--- config.mk ---
export PLATFORM = sky130hd
export DESIGN_NAME = pass_fail_monitor
export DESIGN_NICKNAME = d
export VERILOG_FILES = /design/src/rtl/pfm_pkg.sv /design/src/rtl/pfm_sat_counter.sv /design/src/rtl/pass_fail_monitor.sv
export SDC_FILE = /design/constraint.sdc
export NUM_CORES = 1
export LEC_CHECK = 0
export CAP_MARGIN = 0
export CORE_MARGIN = 4
export CORE_UTILIZATION = 46
export DETAILED_ROUTE_END_ITERATION = 8
export PLACE_DENSITY = 0.88
export SETUP_SLACK_MARGIN = 0.5
export SLEW_MARGIN = 10
export SYNTH_ARGS = -nofsm -noshare
export SYNTH_HDL_FRONTEND = slang
export SYNTH_SLANG_ARGS = --single-unit
--- constraint.sdc ---
create_clock -name clk -period 6.4 [get_ports clk]
set_input_delay 1.28 -clock clk [delete_from_list [all_inputs] [get_ports clk]]
set_output_delay 1.28 -clock clk [all_outputs]
set_load 0.01 [all_outputs]
--- src/rtl/pfm_pkg.sv ---
`timescale 1ns/1ps
`default_nettype none
// +----------------------------------------------------------------------------+
// | Module   : pfm_pkg                                                         |
// | Purpose  : Shared types and constants for the pass/fail status monitor:    |
// |            FSM state encoding, failure-reason codes, default counter width.|
// | Ports    : none (package)                                                  |
// | Revision : 1.0 - initial release                                           |
// +----------------------------------------------------------------------------+
package pfm_pkg;

  // Monitor state; PASS and FAIL are terminal until reset.
  typedef enum logic [1:0] {
    ST_IDLE = 2'd0,
    ST_RUN  = 2'd1,
    ST_PASS = 2'd2,
    ST_FAIL = 2'd3
  } pfm_state_e;

  // Reason reported on fail_code_o.
  typedef enum logic [1:0] {
    FC_NONE      = 2'd0,
    FC_MISMATCH  = 2'd1,
    FC_TIMEOUT   = 2'd2,
    FC_UNDERRUN  = 2'd3
  } pfm_fail_code_e;

  // Counter width matching the simulation top's cycle counter.
  localparam int unsigned C_CNT_W_DEFAULT = 16;

endpackage : pfm_pkg
`default_nettype wire

--- src/rtl/pfm_sat_counter.sv ---
`timescale 1ns/1ps
`default_nettype none
// +----------------------------------------------------------------------------+
// | Module   : pfm_sat_counter                                                 |
// | Purpose  : Up-counter that sticks at all-ones, with clear and freeze.      |
// | Ports    : clk, reset    - clock, asynchronous active-high reset           |
// |            clear_i       - force count to zero (highest priority)          |
// |            freeze_i      - hold the current value                          |
// |            inc_i         - add one unless saturated                        |
// |            count_o       - current count                                   |
// | Revision : 1.0 - initial release                                           |
// +----------------------------------------------------------------------------+
module pfm_sat_counter #(
  parameter int unsigned WIDTH = 16
) (
  input  logic             clk,
  input  logic             reset,
  input  logic             clear_i,
  input  logic             freeze_i,
  input  logic             inc_i,
  output logic [WIDTH-1:0] count_o
);

  logic [WIDTH-1:0] count_q;
  logic [WIDTH-1:0] count_d;

  always_comb begin
    count_d = count_q;
    if (clear_i) begin
      count_d = '0;
    end else if (!freeze_i && inc_i && (count_q != {WIDTH{1'b1}})) begin
      count_d = count_q + {{(WIDTH-1){1'b0}}, 1'b1};
    end
  end

  always_ff @(posedge clk or posedge reset) begin
    if (reset) begin
      count_q <= '0;
    end else begin
      count_q <= count_d;
    end
  end

  assign count_o = count_q;

endmodule : pfm_sat_counter
`default_nettype wire

--- src/rtl/pass_fail_monitor.sv ---
`timescale 1ns/1ps
`default_nettype none
// +----------------------------------------------------------------------------+
// | Module   : pass_fail_monitor                                               |
// | Purpose  : Collects masked compare events, counts checks/errors/run cycles,|
// |            and produces sticky passed/failed flags with a failure code.    |
// |            An internal watchdog fails the test after TIMEOUT_CYC RUN       |
// |            cycles so the failure is visible before the top's limit.        |
// | Ports    : clk, reset              - clock, async active-high reset        |
// |            start_i                 - begin test (IDLE -> RUN)              |
// |            chk_valid_i             - compare event this cycle              |
// |            chk_actual_i/expect_i   - observed / expected data              |
// |            chk_mask_i              - 1 = bit compared                      |
// |            done_i                  - stimulus complete                     |
// |            passed_o / failed_o     - sticky verdict                        |
// |            fail_code_o             - 0 none,1 mismatch,2 timeout,3 underrun|
// |            chk_cnt_o/err_cnt_o     - checks accepted / mismatches seen     |
// |            run_cyc_o               - cycles spent in RUN                   |
// | Option   : PFM_ERR_CAPTURE_EN adds err_actual_o, err_expect_o, err_cyc_o   |
// |            holding the data and run cycle of the first mismatch.           |
// | Revision : 1.0 - initial release                                           |
// +----------------------------------------------------------------------------+
module pass_fail_monitor
  import pfm_pkg::*;
#(
  parameter int unsigned DATA_W      = 32,
  parameter int unsigned MIN_CHECKS  = 1,
  parameter int unsigned TIMEOUT_CYC = 90,
  parameter int unsigned CNT_W       = C_CNT_W_DEFAULT
) (
  input  logic              clk,
  input  logic              reset,
  input  logic              start_i,
  input  logic              chk_valid_i,
  input  logic [DATA_W-1:0] chk_actual_i,
  input  logic [DATA_W-1:0] chk_expect_i,
  input  logic [DATA_W-1:0] chk_mask_i,
  input  logic              done_i,
  output logic              passed_o,
  output logic              failed_o,
  output logic [1:0]        fail_code_o,
  output logic [CNT_W-1:0]  chk_cnt_o,
  output logic [CNT_W-1:0]  err_cnt_o,
  output logic [CNT_W-1:0]  run_cyc_o
`ifdef PFM_ERR_CAPTURE_EN
  ,
  output logic [DATA_W-1:0] err_actual_o,
  output logic [DATA_W-1:0] err_expect_o,
  output logic [CNT_W-1:0]  err_cyc_o
`endif
);

  localparam logic [CNT_W-1:0] C_TIMEOUT_LAST = CNT_W'(TIMEOUT_CYC - 1);
  localparam logic [CNT_W:0]   C_MIN_CHK_EXT  = (CNT_W+1)'(MIN_CHECKS);

  pfm_state_e     state_q, state_d;
  pfm_fail_code_e fail_code_q, fail_code_d;

  logic in_run;
  logic terminal;
  logic mism;
  logic timeout_hit;
  logic enough_checks;
  logic [CNT_W:0] checks_incl_now;

  assign in_run   = (state_q == ST_RUN);
  assign terminal = (state_q == ST_PASS) || (state_q == ST_FAIL);

  // A zero mask bit removes that bit from the compare; an all-zero mask
  // therefore always matches but the event is still counted.
  assign mism = chk_valid_i && (|((chk_actual_i ^ chk_expect_i) & chk_mask_i));

  assign timeout_hit = (run_cyc_o == C_TIMEOUT_LAST);

  // One extra bit so a saturated count plus this cycle's check cannot wrap.
  // Including chk_valid_i lets a check arriving with done count toward the floor.
  assign checks_incl_now = {1'b0, chk_cnt_o} + {{CNT_W{1'b0}}, chk_valid_i};
  assign enough_checks   = (checks_incl_now >= C_MIN_CHK_EXT);

  // ---------------------------------------------------------------------------
  // Counters: advance only in RUN, frozen once a verdict is reached.
  // ---------------------------------------------------------------------------
  logic cnt_clear;
  assign cnt_clear = (state_q == ST_IDLE) && start_i;

  pfm_sat_counter #(.WIDTH(CNT_W)) u_run_cyc (
    .clk      (clk),
    .reset    (reset),
    .clear_i  (cnt_clear),
    .freeze_i (terminal),
    .inc_i    (in_run),
    .count_o  (run_cyc_o)
  );

  pfm_sat_counter #(.WIDTH(CNT_W)) u_chk_cnt (
    .clk      (clk),
    .reset    (reset),
    .clear_i  (cnt_clear),
    .freeze_i (terminal),
    .inc_i    (in_run && chk_valid_i),
    .count_o  (chk_cnt_o)
  );

  pfm_sat_counter #(.WIDTH(CNT_W)) u_err_cnt (
    .clk      (clk),
    .reset    (reset),
    .clear_i  (cnt_clear),
    .freeze_i (terminal),
    .inc_i    (in_run && mism),
    .count_o  (err_cnt_o)
  );

  // ---------------------------------------------------------------------------
  // FSM: state register
  // ---------------------------------------------------------------------------
  always_ff @(posedge clk or posedge reset) begin
    if (reset) begin
      state_q     <= ST_IDLE;
      fail_code_q <= FC_NONE;
    end else begin
      state_q     <= state_d;
      fail_code_q <= fail_code_d;
    end
  end

  // ---------------------------------------------------------------------------
  // FSM: next state. RUN exits are prioritised mismatch > timeout > done.
  // ---------------------------------------------------------------------------
  always_comb begin
    state_d     = state_q;
    fail_code_d = fail_code_q;
    case (state_q)
      ST_IDLE: begin
        if (start_i) begin
          state_d = ST_RUN;
        end
      end
      ST_RUN: begin
        if (mism) begin
          state_d     = ST_FAIL;
          fail_code_d = FC_MISMATCH;
        end else if (timeout_hit) begin
          state_d     = ST_FAIL;
          fail_code_d = FC_TIMEOUT;
        end else if (done_i) begin
          if (enough_checks) begin
            state_d = ST_PASS;
          end else begin
            state_d     = ST_FAIL;
            fail_code_d = FC_UNDERRUN;
          end
        end
      end
      default: begin
        state_d     = state_q;
        fail_code_d = fail_code_q;
      end
    endcase
  end

  // ---------------------------------------------------------------------------
  // FSM: outputs, decoded from registered state so they follow the deciding
  // cycle by one clock and can never both be high.
  // ---------------------------------------------------------------------------
  always_comb begin
    passed_o    = (state_q == ST_PASS);
    failed_o    = (state_q == ST_FAIL);
    fail_code_o = fail_code_q;
  end

`ifdef PFM_ERR_CAPTURE_EN
  // ---------------------------------------------------------------------------
  // First-mismatch capture. A mismatch in RUN always ends the run, so the
  // err_cnt==0 qualifier only makes "first" explicit.
  // ---------------------------------------------------------------------------
  logic              capture;
  logic [DATA_W-1:0] err_actual_q;
  logic [DATA_W-1:0] err_expect_q;
  logic [CNT_W-1:0]  err_cyc_q;

  assign capture = in_run && mism && (err_cnt_o == '0);

  always_ff @(posedge clk or posedge reset) begin
    if (reset) begin
      err_actual_q <= '0;
      err_expect_q <= '0;
      err_cyc_q    <= '0;
    end else if (capture) begin
      err_actual_q <= chk_actual_i;
      err_expect_q <= chk_expect_i;
      err_cyc_q    <= run_cyc_o;
    end
  end

  assign err_actual_o = err_actual_q;
  assign err_expect_o = err_expect_q;
  assign err_cyc_o    = err_cyc_q;

`ifndef SYNTHESIS
  always @(posedge clk) begin
    if (!reset && capture) begin
      $display("pass_fail_monitor: first mismatch actual=0x%0h expect=0x%0h run_cyc=%0d",
               chk_actual_i, chk_expect_i, run_cyc_o);
    end
  end
`endif
`endif

endmodule : pass_fail_monitor
`default_nettype wire

# Word-level counts from Yosys, hierarchy flattened
# Cells that the tools add are included.
dict set report word_totals {
  ff_bits 52
  latch_bits 0
  ramBits 0
  rom_bits 0
  wordCells 59
  n_memories 0
}
dict set report classes {
  n_addsub 4
  n_mul 0
  n_div 0
  n_lt_le_gt_ge 1
  eq_ne 10
  shift 0
  n_mux 16
  bitwise 2
  reduce_logical 21
}
# cell n
set ops {}
lappend ops {{$mux W16} 6}
lappend ops {{$add A16 B1 Y16 const B} 3}
lappend ops {{$ne A16 B16 Y1 const B} 3}
lappend ops {{$and A32 B32 Y32} 1}
lappend ops {{$reduce_or A32 Y1} 1}
lappend ops {{$xor A32 B32 Y32} 1}
lappend ops {{$add A16 B1 Y17} 1}
lappend ops {{$ge A17 B1 Y1 const B} 1}
lappend ops {{$eq A16 B7 Y1 const B} 1}
lappend ops {{$mux W2} 8}
lappend ops {{$logic_and A1 B1 Y1} 10}
lappend ops {{$reduce_bool A2 Y1} 4}
lappend ops {{$reduce_and A3 Y1} 2}
lappend ops {{$eq A2 B2 Y1 const B} 2}
lappend ops {{$ne A4 B2 Y1 const B} 1}
lappend ops {{$pmux W2 S2} 1}
lappend ops {{$ne A3 B3 Y1 const B} 1}
lappend ops {{$reduce_bool A3 Y1} 1}
lappend ops {{$eq A2 B1 Y1 const B} 1}
lappend ops {{$logic_not A2 Y1} 1}
lappend ops {{$ne A2 B2 Y1 const B} 1}
lappend ops {{$logic_not A1 Y1} 1}
lappend ops {{$logic_or A1 B1 Y1} 1}
lappend ops {{$mux W1} 1}

# Depth between registers and ports, before layout
dict set report logic_depth {
  depth_word 9
  depth_mapped 9
  depth_no_buf 9
}

# Hierarchy
# From an unflattened synthesis, not the netlist that was laid out.
dict set report hier_totals {
  hier_cells 435
  area_unflattened_um2 3776.1
}
# module n_inst cells_per_inst area_per_inst_um2 seq_area_each_um2
set by_module_without_submodules {}
lappend by_module_without_submodules {pfm_sat_counter 3 103 913.4 400.4}
lappend by_module_without_submodules {pass_fail_monitor 1 126 1036.0 100.1}

# Worst setup path after synthesis
# No wires, ideal clock.
dict set report synth_timing {
  kind {input port to flip-flop}
  startpoint {in chk_valid_i}
  endpoint {reg fail_code_q[1] (netlist: fail_code_o[1])}
  t_arrival_ns 2.995
  t_required_ns 6.334
  setup_slack_ns 3.339
  cell_stages 9
  path_buffers 0
  cell_sequence {ha_1 > ha_1 > nor3_1 > a31oi_1 > a2111oi_4 > o21ai_1 > or4b_4 > nor2_2 > o31a_1}
}
dict set report synth_via {
  elab_chain_cells 4
}
# element line
set synth_lines {}
lappend synth_lines {{start, declared} pass_fail_monitor.sv:34} ;# input logic chk_valid_i,
lappend synth_lines {{$add A16 B1 Y17} pass_fail_monitor.sv:77} ;# assign checks_incl_now = {1'b0, chk_cnt_o} + {{CNT_W{1'b0}}, chk_valid_i};
lappend synth_lines {{$ge A17 B1 Y1} pass_fail_monitor.sv:78} ;# assign enough_checks = (checks_incl_now >= C_MIN_CHK_EXT);
lappend synth_lines {{$ne A3 B3 Y1 (no line)} n/a}
lappend synth_lines {{$reduce_and A3 Y1 (no line)} n/a}
lappend synth_lines {{end signal, assigned} pass_fail_monitor.sv:122} ;# fail_code_q <= fail_code_d;
lappend synth_lines {{end, declared} pass_fail_monitor.sv:57} ;# pfm_fail_code_e fail_code_q, fail_code_d;
# Parallel ways exist; a longest one is shown, timed or not.
# A chain may end at the register's enable or synchronous reset.

# Final worst setup path
# Same ends and word-level chain as after synthesis.

==> metrics <==
critical path's largest stage delay=550 ps; Tot GR Track Use=0.227; DRT met1 WL=4200 µm; vias in the first global route=3354; crit path launch type=primary input; Hold-fix buffers, CTS=0; final hold slack=521 ps; EDFF count, synth=0; IO Count=153; flops & latches, synth=52; WL met3=465 µm; Sink Count=52; WL met2=5490 µm; setup bufs post-CTS=0; gpl congestion=0.879; CP Max Fanout=4; Worst Skew=11.5 ps; CP Data Arrival Time=3690 ps; final hold violations=0; PortBufs=152; Final Slew Violations=0; predominant post-synthesis flop cell=dfrtp_1; top-count cell post-synth=dfrtp_1; worst skew pair latency=300 ps; GRT overflow=0; post-route clock period utilization=0.539; proportion of layout cells with a drive suffix above 1=0.0583; largest net degree at the start of global routing=53; Worst Max-Slew Pin Slew=734 ps; Synth area leader=dfrtp_1; register area share after synthesis=0.368; core footprint=0.00737 mm²; Unique masters post-synth=56; Area Growth Syn to Fin=46.5%; Final TNS setup=0 ps; Syn Std Cell Area=0.00353 mm²; Worst path slowest cell=clkdlybuf4s50_1; die width=95.6 µm; worst-case vdd ir drop=0.175 mV; Antenna diodes=0; top cells by area, synth=dfrtp_1, xor2_1, nor2_1; Tmin final=3450 ps; initial antenna violation count=0; Cell Rows=31; WP buf/inv=1; WP data required=6640 ps; Post-Syn Nets=495; initial cell density of the core=0.479; Die Y-Extent=95.6 µm; total power=0.000824 W; WS Path Type=in -> reg; final setup vio count=0; post-route ant nets=0; initial DRC count=148; Max Cap Violations=0; Top delay family on crit path=simple AND/OR/NAND/NOR gates; layout net count=638; CP endpoint kind=flip-flop; Vias/cell=5.35; WL/cell=16.3 µm; Post-Route WL=10300 µm; Clock Pin Slew Worst Setup and Hold Paths=90 ps; Leak=2.16 nW; most frequent cell on the critical path=ha_1; RSZ-0062 raised after global routing=no; H-Tree Depth=2; PostCTS Resize Cnt=0; worst hold path type=reg -> reg; outcome=finished clean; first-pass GRT wire length=16400 µm; max layer used=met4; die area=0.00915 mm²; Root Driver=clkbuf_8; clock buffer depth=2; Ys Warns=0; Mapped Avg Cell Area=9.11 µm²; f_max=290 MHz; Pre-antenna DRT Iters=5; Post-synth top cells=dfrtp_1, xor2_1, nor2_1; Slew HR=0.508; via count=3374; asr flop ratio synth=1.00; worst-path cell chain=clkdlybuf4s50_1 > ha_1 > ha_1 > nand3_1 > nor2_1 > o211a_1 > o22ai_1 > or4b_4 > nor2_2 > o31a_1; CTS tree=done; DRC errors left=0; PD cells=159 mW/mm²; Num CTS Buffers=5; cells after synthesis=388; dpl hpwl=8080 µm; post-synth top area share=0.368
==> sequential cells by signal, summed over array words and instances, names as in the netlist <==
register           cells
u_err_cnt.count_o     16
u_chk_cnt.count_o     16
state_q                2
fail_code_o            2
u_run_cyc.count_o     16
==> cell usage in the layout, fill, tap and decap left out, types with 3 or more instances in the layout <==
master	synthesis	routed
nor2b_1	6	5
and4_1	5	5
a21oi_1	7	7
xor2_1	49	49
a31o_2	5	5
inv_1	6	5
nor4_1	4	4
a31oi_1	3	3
nor3_1	4	4
nor2_1	44	44
a22oi_1	16	16
o21ai_0	9	9
a211oi_1	3	3
dfrtp_1	52	52
ha_1	6	6
and3_1	13	13
mux2i_1	5	5
clkdlybuf4s50_1	0	152
nand2b_1	3	3
nand4_1	13	13
nand3_1	23	23
xnor2_1	15	15
nand2_1	40	40
and2_1	4	4
clkbuf_8	0	6
==> through the flow <==
step            util  instance area [µm²]  setup WS, ps  cells
2_1_floorplan      -                 3530          3340    388
3_3_place_gp   0.690                 5080          2760    623
3_5_place_dp   0.690                 5080          2660    623
4_1_cts        0.702                 5170          2970    631
5_1_grt        0.702                 5170          2870    631
6_report       0.702                 5170          2950    631
==> power breakdown <==
group / leakage [nW] / internal, W / total (W) / switching [W]
registers: 0.679 / 0.000354 / 0.000392 / 0.0000387
logic: 1.44 / 0.000149 / 0.000237 / 0.0000878
clock network: 0.0455 / 0.0000886 / 0.000194 / 0.000106
total: 2.16 / 0.000591 / 0.000824 / 0.000232
==> cells by family (layout without fill, tap and decap cells) <==
kind of cell,Yosys count,after routing,synth area share
flip-flops,52,52,0.368
adder cells (fa/ha/maj),6,6,0.0212
AND/OR/NAND/NOR,177,177,0.271
AO/OA/AOI/OAI,60,60,0.129
buffers and inverters,24,168,0.0379
multiplexers,5,5,0.0142
XOR/XNOR,64,64,0.159
==> path summary, 6_finish.rpt <==
path	start	endpoint	slack, ps	cells past startpoint
setup / recovery	chk_valid_i	fail_code_o[1]$_DFFE_PP0P_	2950	10
hold / removal	u_err_cnt.count_o[14]$_DFFE_PP0P_	u_err_cnt.count_o[14]$_DFFE_PP0P_	520	1
setup reg to reg	u_err_cnt.count_o[2]$_DFFE_PP0P_	u_err_cnt.count_o[15]$_DFFE_PP0P_	3930	7
hold reg to reg	u_err_cnt.count_o[14]$_DFFE_PP0P_	u_err_cnt.count_o[14]$_DFFE_PP0P_	520	1
max in group asynchronous	reset	u_err_cnt.count_o[12]$_DFFE_PP0P_	4490	3
min in group asynchronous	reset	u_chk_cnt.count_o[10]$_DFFE_PP0P_	1470	3
==> per-layer routing <==
metal  GRT usage  vias to the layer above
met5           0                        -
met1       0.284                     1617
met3      0.0403                       17
li1            -                     1656
met4      0.0557                        0
met2       0.404                       84
==> layout make-up <==
| type | instances | area (µm²) |
|---|---|---|
| Clock buffer | 8 | 90.1 |
| Sequential cell | 52 | 1300 |
| Multi-Input combinational cell | 312 | 2100 |
| Inverter | 6 | 22.5 |
| Timing Repair Buffer | 154 | 1540 |
| Tap cell | 99 | 124 |
| Fill cell | 585 | 2190 |
Power figures use the tool's default switching activity.
